`src/rtl/taxi_xfcp_mod_id_if.sv`:
```
// Byte-wide AXI-stream link used between an XFCP switch port and a leaf endpoint.
// master drives data toward the peer; slave consumes it and returns tready.
interface taxi_xfcp_mod_id_if;
  logic [7:0] tdata;
  logic       tvalid;
  logic       tready;
  logic       tlast;
  logic       tuser;

  modport master (
    output tdata,
    output tvalid,
    output tlast,
    output tuser,
    input  tready
  );

  modport slave (
    input  tdata,
    input  tvalid,
    input  tlast,
    input  tuser,
    output tready
  );
endinterface

```
`src/rtl/taxi_xfcp_mod_id.sv`:
```
// XFCP identification leaf: stores the request path, checks the command, and
// answers with the echoed path, terminator, response code, type and ID string.
module taxi_xfcp_mod_id #(
  parameter int            PATH_MAX = 8,
  parameter logic [15:0]   ID_TYPE  = 16'h0001,
  parameter logic [127:0]  ID_STR   = 128'h0
) (
  input  logic                      clk,
  input  logic                      rst,
  taxi_xfcp_mod_id_if.slave         xfcp_in,
  taxi_xfcp_mod_id_if.master        xfcp_out,
  output logic                      stat_drop,
  output logic                      busy
);

  localparam int         AW         = (PATH_MAX > 1) ? $clog2(PATH_MAX) : 1;
  localparam int         DEPTH      = 1 << AW;
  localparam logic [5:0] PATH_MAX_W = 6'(PATH_MAX);
  localparam logic [7:0] BYTE_TERM  = 8'hFE;
  localparam logic [7:0] BYTE_RESP  = 8'h01;
  localparam logic [7:0] CMD_ID     = 8'h00;

  typedef enum logic [1:0] {
    RX_PATH,
    RX_CMD,
    RX_DRAIN,
    TX
  } state_t;

  state_t     state_q, state_d;
  logic [5:0] p_q, p_d;
  logic       overflow_q, overflow_d;
  logic [7:0] cmd_q, cmd_d;
  logic       cmd_seen_q, cmd_seen_d;
  logic [5:0] idx_q, idx_d;
  logic       drop_q, drop_d;

  logic [7:0] path_mem [DEPTH];
  logic       path_we;
  logic       abort;

  logic [7:0] id_byte [16];

  logic       in_ready;
  logic       in_fire;
  logic       out_valid;
  logic       out_fire;
  logic       out_last;
  logic [7:0] out_data;
  logic [5:0] tail_idx;
  logic [3:0] id_idx;
  logic [5:0] last_idx;

  generate
    for (genvar gi = 0; gi < 16; gi++) begin : g_id_byte
      assign id_byte[gi] = ID_STR[8*gi +: 8];
    end
  endgenerate

  // Everything handshake-visible is gated by rst so nothing moves while held in reset.
  assign in_ready  = rst && (state_q != TX);
  assign in_fire   = in_ready && xfcp_in.tvalid;
  assign out_valid = rst && (state_q == TX);
  assign out_fire  = out_valid && xfcp_out.tready;

  // Position within the fixed 20-byte trailer that follows the echoed path.
  assign tail_idx = idx_q - p_q;
  assign id_idx   = tail_idx[3:0] - 4'd4;
  assign last_idx = p_q + 6'd19;
  assign out_last = out_valid && (idx_q == last_idx);

  always_comb begin
    out_data = 8'h00;
    if (idx_q < p_q) begin
      out_data = path_mem[idx_q[AW-1:0]];
    end else begin
      case (tail_idx)
        6'd0:    out_data = BYTE_TERM;
        6'd1:    out_data = BYTE_RESP;
        6'd2:    out_data = ID_TYPE[15:8];
        6'd3:    out_data = ID_TYPE[7:0];
        default: out_data = id_byte[id_idx];
      endcase
    end
  end

  always_comb begin
    state_d    = state_q;
    p_d        = p_q;
    overflow_d = overflow_q;
    cmd_d      = cmd_q;
    cmd_seen_d = cmd_seen_q;
    idx_d      = idx_q;
    drop_d     = 1'b0;
    path_we    = 1'b0;
    abort      = 1'b0;

    case (state_q)
      RX_PATH: begin
        if (in_fire) begin
          if (xfcp_in.tdata == BYTE_TERM) begin
            if (xfcp_in.tlast) begin
              abort = 1'b1;
            end else begin
              state_d = RX_CMD;
            end
          end else begin
            // Path bytes past capacity are swallowed; the request is poisoned.
            if (p_q == PATH_MAX_W) begin
              overflow_d = 1'b1;
            end else begin
              path_we = 1'b1;
              p_d     = p_q + 6'd1;
            end
            if (xfcp_in.tlast) begin
              abort = 1'b1;
            end
          end
        end
      end

      RX_CMD: begin
        if (in_fire) begin
          cmd_d      = xfcp_in.tdata;
          cmd_seen_d = 1'b1;
          if (xfcp_in.tlast) begin
            if ((xfcp_in.tdata == CMD_ID) && !xfcp_in.tuser && !overflow_q) begin
              state_d = TX;
              idx_d   = 6'd0;
            end else begin
              abort = 1'b1;
            end
          end else begin
            state_d = RX_DRAIN;
          end
        end
      end

      RX_DRAIN: begin
        if (in_fire && xfcp_in.tlast) begin
          if ((cmd_q == CMD_ID) && cmd_seen_q && !xfcp_in.tuser && !overflow_q) begin
            state_d = TX;
            idx_d   = 6'd0;
          end else begin
            abort = 1'b1;
          end
        end
      end

      TX: begin
        if (out_fire) begin
          if (out_last) begin
            state_d    = RX_PATH;
            p_d        = 6'd0;
            idx_d      = 6'd0;
            cmd_seen_d = 1'b0;
          end else begin
            idx_d = idx_q + 6'd1;
          end
        end
      end

      default: state_d = RX_PATH;
    endcase

    if (abort) begin
      drop_d     = 1'b1;
      p_d        = 6'd0;
      overflow_d = 1'b0;
      cmd_seen_d = 1'b0;
      state_d    = RX_PATH;
    end
  end

  always_ff @(posedge clk) begin
    if (!rst) begin
      state_q    <= RX_PATH;
      p_q        <= 6'd0;
      overflow_q <= 1'b0;
      cmd_q      <= 8'h00;
      cmd_seen_q <= 1'b0;
      idx_q      <= 6'd0;
      drop_q     <= 1'b0;
    end else begin
      state_q    <= state_d;
      p_q        <= p_d;
      overflow_q <= overflow_d;
      cmd_q      <= cmd_d;
      cmd_seen_q <= cmd_seen_d;
      idx_q      <= idx_d;
      drop_q     <= drop_d;
    end
  end

  // Path storage carries no reset; P alone decides which entries are live.
  always_ff @(posedge clk) begin
    if (path_we) begin
      path_mem[p_q[AW-1:0]] <= xfcp_in.tdata;
    end
  end

  assign xfcp_in.tready  = in_ready;
  assign xfcp_out.tdata  = out_data;
  assign xfcp_out.tvalid = out_valid;
  assign xfcp_out.tlast  = out_last;
  assign xfcp_out.tuser  = 1'b0;

  assign stat_drop = rst && drop_q;
  assign busy      = rst && ((state_q != RX_PATH) || (p_q != 6'd0) || overflow_q);

endmodule

```
`src/flat_wrapper.sv`:
```
// flat-port wrapper written by rule: the top's interface ports become plain ports
module taxi_xfcp_mod_id_flat 
#(
  parameter int            PATH_MAX = 8,
  parameter logic [15:0]   ID_TYPE  = 16'h0001,
  parameter logic [127:0]  ID_STR   = 128'h0
)
  (clk, rst, stat_drop, busy, xfcp_in_tdata, xfcp_in_tvalid, xfcp_in_tlast, xfcp_in_tuser, xfcp_in_tready, xfcp_out_tdata, xfcp_out_tvalid, xfcp_out_tlast, xfcp_out_tuser, xfcp_out_tready);
  taxi_xfcp_mod_id_if xfcp_in_i ();
  taxi_xfcp_mod_id_if xfcp_out_i ();
  input  logic clk;
  input  logic rst;
  output logic stat_drop;
  output logic busy;
  input wire logic [$bits(xfcp_in_i.tdata)-1:0] xfcp_in_tdata;
  input wire logic [$bits(xfcp_in_i.tvalid)-1:0] xfcp_in_tvalid;
  input wire logic [$bits(xfcp_in_i.tlast)-1:0] xfcp_in_tlast;
  input wire logic [$bits(xfcp_in_i.tuser)-1:0] xfcp_in_tuser;
  output wire logic [$bits(xfcp_in_i.tready)-1:0] xfcp_in_tready;
  output wire logic [$bits(xfcp_out_i.tdata)-1:0] xfcp_out_tdata;
  output wire logic [$bits(xfcp_out_i.tvalid)-1:0] xfcp_out_tvalid;
  output wire logic [$bits(xfcp_out_i.tlast)-1:0] xfcp_out_tlast;
  output wire logic [$bits(xfcp_out_i.tuser)-1:0] xfcp_out_tuser;
  input wire logic [$bits(xfcp_out_i.tready)-1:0] xfcp_out_tready;
  assign xfcp_in_i.tdata = xfcp_in_tdata;
  assign xfcp_in_i.tvalid = xfcp_in_tvalid;
  assign xfcp_in_i.tlast = xfcp_in_tlast;
  assign xfcp_in_i.tuser = xfcp_in_tuser;
  assign xfcp_in_tready = xfcp_in_i.tready;
  assign xfcp_out_tdata = xfcp_out_i.tdata;
  assign xfcp_out_tvalid = xfcp_out_i.tvalid;
  assign xfcp_out_tlast = xfcp_out_i.tlast;
  assign xfcp_out_tuser = xfcp_out_i.tuser;
  assign xfcp_out_i.tready = xfcp_out_tready;
  taxi_xfcp_mod_id #(.PATH_MAX(PATH_MAX), .ID_TYPE(ID_TYPE), .ID_STR(ID_STR)) u_core (.clk(clk), .rst(rst), .xfcp_in(xfcp_in_i), .xfcp_out(xfcp_out_i), .stat_drop(stat_drop), .busy(busy));
endmodule
```
`config.mk`:
```
export PLATFORM = sky130hd
export DESIGN_NAME = taxi_xfcp_mod_id_flat
export DESIGN_NICKNAME = d
export VERILOG_FILES = /design/src/rtl/taxi_xfcp_mod_id_if.sv /design/src/rtl/taxi_xfcp_mod_id.sv /design/src/flat_wrapper.sv
export SDC_FILE = /design/constraint.sdc
export NUM_CORES = 1
export LEC_CHECK = 0
export CAP_MARGIN = 20
export CORE_MARGIN = 4
export CORE_UTILIZATION = 40
export CTS_CLUSTER_DIAMETER = 200
export CTS_CLUSTER_SIZE = 8
export DETAILED_ROUTE_END_ITERATION = 6
export RECOVER_POWER = 50
export SLEW_MARGIN = 20
export SYNTH_ARGS = -nofsm -noshare
export SYNTH_HDL_FRONTEND = slang
export SYNTH_SLANG_ARGS = --single-unit
export TNS_END_PERCENT = 10
```
`constraint.sdc`:
```
create_clock -name clk -period 3.05 [get_ports clk]
set_input_delay 0.61 -clock clk [delete_from_list [all_inputs] [get_ports clk]]
set_output_delay 0.61 -clock clk [all_outputs]
set_load 0.02 [all_outputs]
```
Yosys cells after proc, flatten, opt, wreduce, memory -nomap -nowiden
Memories as Yosys holds them, arrays and structs flattened. A register that Yosys moved wholly into a read port is not among the register bits.
Index checks and enable logic that the tools add are counted.

word-level totals
  register bits after elaboration = 25
  memory bits (writable) = 64
  memory bits (read-only) = 128
  input bits = 14
  output and inout bits = 14
  word-level logic and storage cells = 126
  memories = 2

operators by class
  $add $sub $neg = 5
  magnitude comparators = 2
  equality and inequality tests = 23
  muxes and demuxes = 50
  bitwise operators = 3
  reductions and logical operators = 34

memories
  memory           depth  width  read ports  clocked after memory_dff  wr ports  RTL line                text
  (no name shown)  16     8      1           0                         0         taxi_xfcp_mod_id.sv:82  default: out_data = id_byte[id_idx];
  u_core.path_mem  8      8      1           1                         1         taxi_xfcp_mod_id.sv:38  logic [7:0] path_mem [DEPTH];

operators by type and width
  kind                 count
  $mux 6               12
  $mux 8               3
  $pmux 8 s3           1
  $mux 2               10
  $pmux 6 s3           1
  $mux 1               17
  $logic_not 8->1      2
  $ne 2x1->1 const B   7
  $logic_and 1x1->1    13
  $add 6x1->6 const B  2
  $eq 6x2->1 const B   2
  $ne 2x2->1 const B   6
  $pmux 6 s2           1
  $reduce_and 9->1     1
  $eq 8x8->1 const B   1
  $pmux 2 s4           1
  $reduce_and 4->1     2
  $reduce_and 7->1     1
  $add 6x5->6 const B  1
  $eq 6x1->1 const B   1
  $eq 6x4->1 const B   1
  $eq 6x6->1           1
  $logic_not 6->1      1
  $lt 6x6->1           1
  other kinds (20)     28

Logic depth before layout (Yosys ltp)
  depth after elaboration = 9
  depth in mapped cells = 11
  depth with buffers taken out = 10

Least setup slack after synthesis
OpenSTA, ideal clock, no wires.

  kind = reg2out
  from = register u_core.p_q[0]
  to = output port xfcp_out_tdata[1]
  data arrival time = 2730 ps
  required time = 2440 ps
  slack = -290 ps
  cell stages (with the launch flop) = 10
  buffers on the path = 0
  cell sequence = dfxtp_1 > ha_1 > inv_1 > fa_1 > a21o_1 > a2111oi_0 > nor2_1 > a211oi_1 > o2111ai_1 > o21ai_0

between the ends
  word-level cells in the longest chain between the ends = 8
  elaborated cells between the ends (all ways) = 14
  those cells by class = 2 x add/sub; 1 x order compare; 3 x eq/ne; 4 x mux; 1 x bitwise; 2 x reduce/logical; 1 x memory

ends and longest elaborated chain
  element                                     RTL line                 text
  start: declaration                          taxi_xfcp_mod_id.sv:31   logic [5:0] p_q, p_d;
  start signal: assignment                    taxi_xfcp_mod_id.sv:186  p_q <= p_d;
  $sub 6x6->6                                 taxi_xfcp_mod_id.sv:67   assign tail_idx = idx_q - p_q;
  $sub 4x3->4                                 taxi_xfcp_mod_id.sv:68   assign id_idx = tail_idx[3:0] - 4'd4;
  $not 4->5 (not written as such)             taxi_xfcp_mod_id.sv:82
  $mem_v2 16x8                                --
  $mux 8 (not written as such) (2 in series)  taxi_xfcp_mod_id.sv:82
  $pmux 8 s3                                  taxi_xfcp_mod_id.sv:77   case (tail_idx)
  $mux 8 *                                    taxi_xfcp_mod_id.sv:74   if (idx_q < p_q) begin
  end: declaration                            flat_wrapper.sv:20       output wire logic [$bits(xfcp_out_i.tdata)-1:0] xfcp_out_tdata;

Mark *: on every way between the ends. The rest lies on a longest branch, timed or not. The select of a mux whose other input is x is not followed.

Worst setup path in the final report
  from = register u_core.p_q[0]
  to = output port xfcp_out_tdata[2]

Same word-level chain as after synthesis.

==> flow_summary_export.csv <==
group,metric,value,unit
cells_and_area,area_growth,22.9,%
synth,syn_area_per_cell,12.4,µm²
synth,synthFlopType,"edfxtp_1",
sta,grt_setup_unrepaired,"true",
synth,yosysSeqAreaShare,55.9,%
sta,layout_setup_ws,-382,ps
synth,ys_warn_count,0,
critical_path,criticalPathCategory,"flip-flop to output port",
synth,synth_nets,387,
synth,async_reset_ff_share,0,%
synth,synthXorXnorAreaFrac,1.38,%
sta,fin_crit_sh,113,%
critical_path,critPathTopFamily,"compound AO/OA/AOI/OAI gates",
power,sw_frac_of_total,24.9,%
clock_network,cts_tree,"built",
critical_path,required,2440,ps
power,power.leakage,1.85,nW
sta,worstMarginPinSlew,664,ps
sta,finalSetupViolations,16,
global_route,overflow,0,
clock_network,insertion_delay,360,ps
sta,fin_skew,12.9,ps
critical_path,crit_arrival,2820,ps
drt,wire_per_inst,17.8,µm
synth,synthMuxAreaShare,9.92,%
cells_and_area,drive_gt1_share,25.0,%
critical_path,critPathMaxFanout,7,
drt,drc,0,
drt,drt_first_pass_iters,6,
sta,fin_setup_tns,-3700,ps
drt,totalWireLength,10300,µm
placement,gp_congestion,0.909,
placement,portBuffers,26,
sta,relSlewSlack,55.7,%
synth,syn_area,4440,µm²
clock_network,clk_pin_slew,90,ps
clock_network,cts.sinks,92,
sta,fmax,0.291,GHz
power,p_sw,603,µW
synth,synth_seq_cells,92,
clock_network,cts-root-buf,"clkbuf_8",
sta,maxSlewViolCount,0,
placement,pre_cts_slack,-558,ps
critical_path,path_buf_inv,3,
job,cap_violations,0,
drt,postRouteAntennaNets,0,
cells_and_area,mostFrequentLayoutCells,"edfxtp_1 (64), buf_4 (43), nand2_1 (36)",
clock_network,cts_buffers,9,
global_route,track_usage,17.2,%
sta,fin_crit,3430,ps
critical_path,critPathMaxStageDelay,360,ps
hold_path,min_from,"u_core.cmd_q[4]",
clock_network,hold_buffers,0,
cells_and_area,num_antenna_cells,0,
synth,synth_top_family_by_area,"simple AND/OR/NAND/NOR gates",
power,p_int,1.82,mW
outcome,status,"complete, but fails checks",
synth,postSynthCellCount,359,
cells_and_area,fillers,942,
synth,synth_compound_area_share,12.2,%
cells_and_area,fin_nets,463,
floorplan,coreArea,10800,µm²
drt,vias,3173,
drt,drt_iter0_markers,173,
power,power.density,444,nW/µm²
placement,hpwl,7540,µm
floorplan,dieHeight,113,µm
global_route,antenna_found_initial,0,
clock_network,cts_buffer_depth,2,
floorplan,ios,28,
critical_path,cp-end-kind,"output port",
power,ir_drop,0.000228,V
synth,yosys.cell_types.count,60,
critical_path,reg2reg_slack,110,ps
clock_network,h-tree-depth,3,
floorplan,start_util,41.0,%
sta,hold_viol_final,0,
power,p_seq_share,55.6,%
outcome,violations,"setup timing",
global_route,grt_max_degree,17,
critical_path,cpMaxStageDelayCell,"dfxtp_1",
synth,synth-simple-area-share,13.2,%
cells_and_area,mostFrequentLayoutCell,"edfxtp_1",
critical_path,r2r_start,"u_core.p_q[0]",
drt,viasPerCell,5.47,
power,pwr-share-comb,12.4,%
floorplan,std_cell_rows,38,
critical_path,crit_chain,"ha_2 > inv_1 > fa_2 > a21o_1 > and2_4 > o211a_1 > or3_4 > buf_8 > o2111ai_4 > o21ai_2 > buf_6",
power,pwr-share-clk,32.1,%
critical_path,crit_start,"u_core.p_q[0]",
floorplan,die_area,12900,µm²
hold_path,hold_class,"flip-flop to flip-flop",
critical_path,start_kind,"flip-flop",
floorplan,dieWidth,113,µm
synth,synth_edf_count,64,
synth,synth_adder_area_share,4.11,%
global_route,first_global_vias,3176,
global_route,grt_first_pass_wirelength,17100,µm
==> per-stage QoR <==
step           total power [mW]  utilization, %  hold slack [ps]  cell area, µm²  cells
2_1_floorplan              1.53               -              431            4520    359
4_1_cts                    2.43            50.4              461            5460    579
3_5_place_dp               1.68            48.7              448            5280    561
3_3_place_gp               1.67            48.7              440            5280    561
6_report                   2.42            50.3              463            5460    580
5_1_grt                    2.52            50.3              479            5460    580
==> registers in the layout (all words and copies together) (netlist names), named ones only <==
register and cells:
u_core.overflow_q 1, u_core.drop_q 1, u_core.idx_q 6, u_core.state_q 2, u_core.path_mem 64, u_core.cmd_q 8, u_core.p_q 6, u_core.cmd_seen_q 1
==> logic make-up (layout without fill, tap and decap cells) <==
family	after synthesis	after routing
simple gates	108	108
flops	92	92
compound gates	79	79
buf+inv	34	115
mux	24	24
fa+ha+maj	14	14
xor+xnor	7	7
other cells	1	1
==> layer usage <==
metal / GRT usage (%) / vias to the layer above / routed length, µm
li1: - / 1532 / -
met5: 0 / - / 0
met3: 2.73 / 13 / 550
met4: 6.09 / 0 / 147
met1: 25.6 / 1535 / 4980
met2: 25.6 / 93 / 4650
==> final timing paths <==
| check | depth (start not counted) | end |
|---|---|---|
| min | 2 | u_core.cmd_q[4] |
| max | 11 | xfcp_out_tdata[2] |
| min reg2reg | 2 | u_core.cmd_q[4] |
| max reg2reg | 10 | u_core.p_q[4] |
==> synth_stat cells (9+ instances only) <==
cell type,count,area [µm²]
nand2_1,36,135
clkbuf_1,10,37.5
edfxtp_1,64,1920
mux4_2,16,360
ha_1,13,163
inv_1,17,63.8
dfxtp_1,28,561
a21oi_1,17,85.1
o21ai_0,19,95.1
nand3_1,9,45.0
nor2_1,10,37.5
==> repair_timing <==
| item | in CTS | in global routing |
|---|---|---|
| pin swaps | 2 | 4 |
| gates resized for setup | 46 | 12 |
| gates cloned | 1 | 0 |
| setup buffers | 1 | 1 |
| endpoints found under the setup margin | 10 | 11 |
==> cell type report <==
cell class | instances | area [µm²] | share of cell area (%)
sequential | 92 | 2480 | 45.5
inverter | 17 | 63.8 | 1.17
clock buffer | 12 | 155 | 2.84
timing repair buffer | 82 | 646 | 11.8
clock inverter | 4 | 30.0 | 0.550
tap | 140 | 175 | 3.21
multi-input combinational | 233 | 1900 | 34.9
==> tightest hold or removal path, cell delays in order, from the launching register on <==
cell and delay (ps):
dfxtp_1 320, nand2_1 50, a21oi_1 60
==> power by group through the flow <==
stage	sequential (mW)	clock, mW	combinational (mW)
global placement	1.37	0	0.300
detailed placement	1.37	0	0.304
CTS	1.35	0.790	0.297
global route	1.35	0.846	0.324
floorplan	1.38	0	0.158
finish	1.35	0.778	0.299
Note: power is estimated with default switching activity, not from simulation.
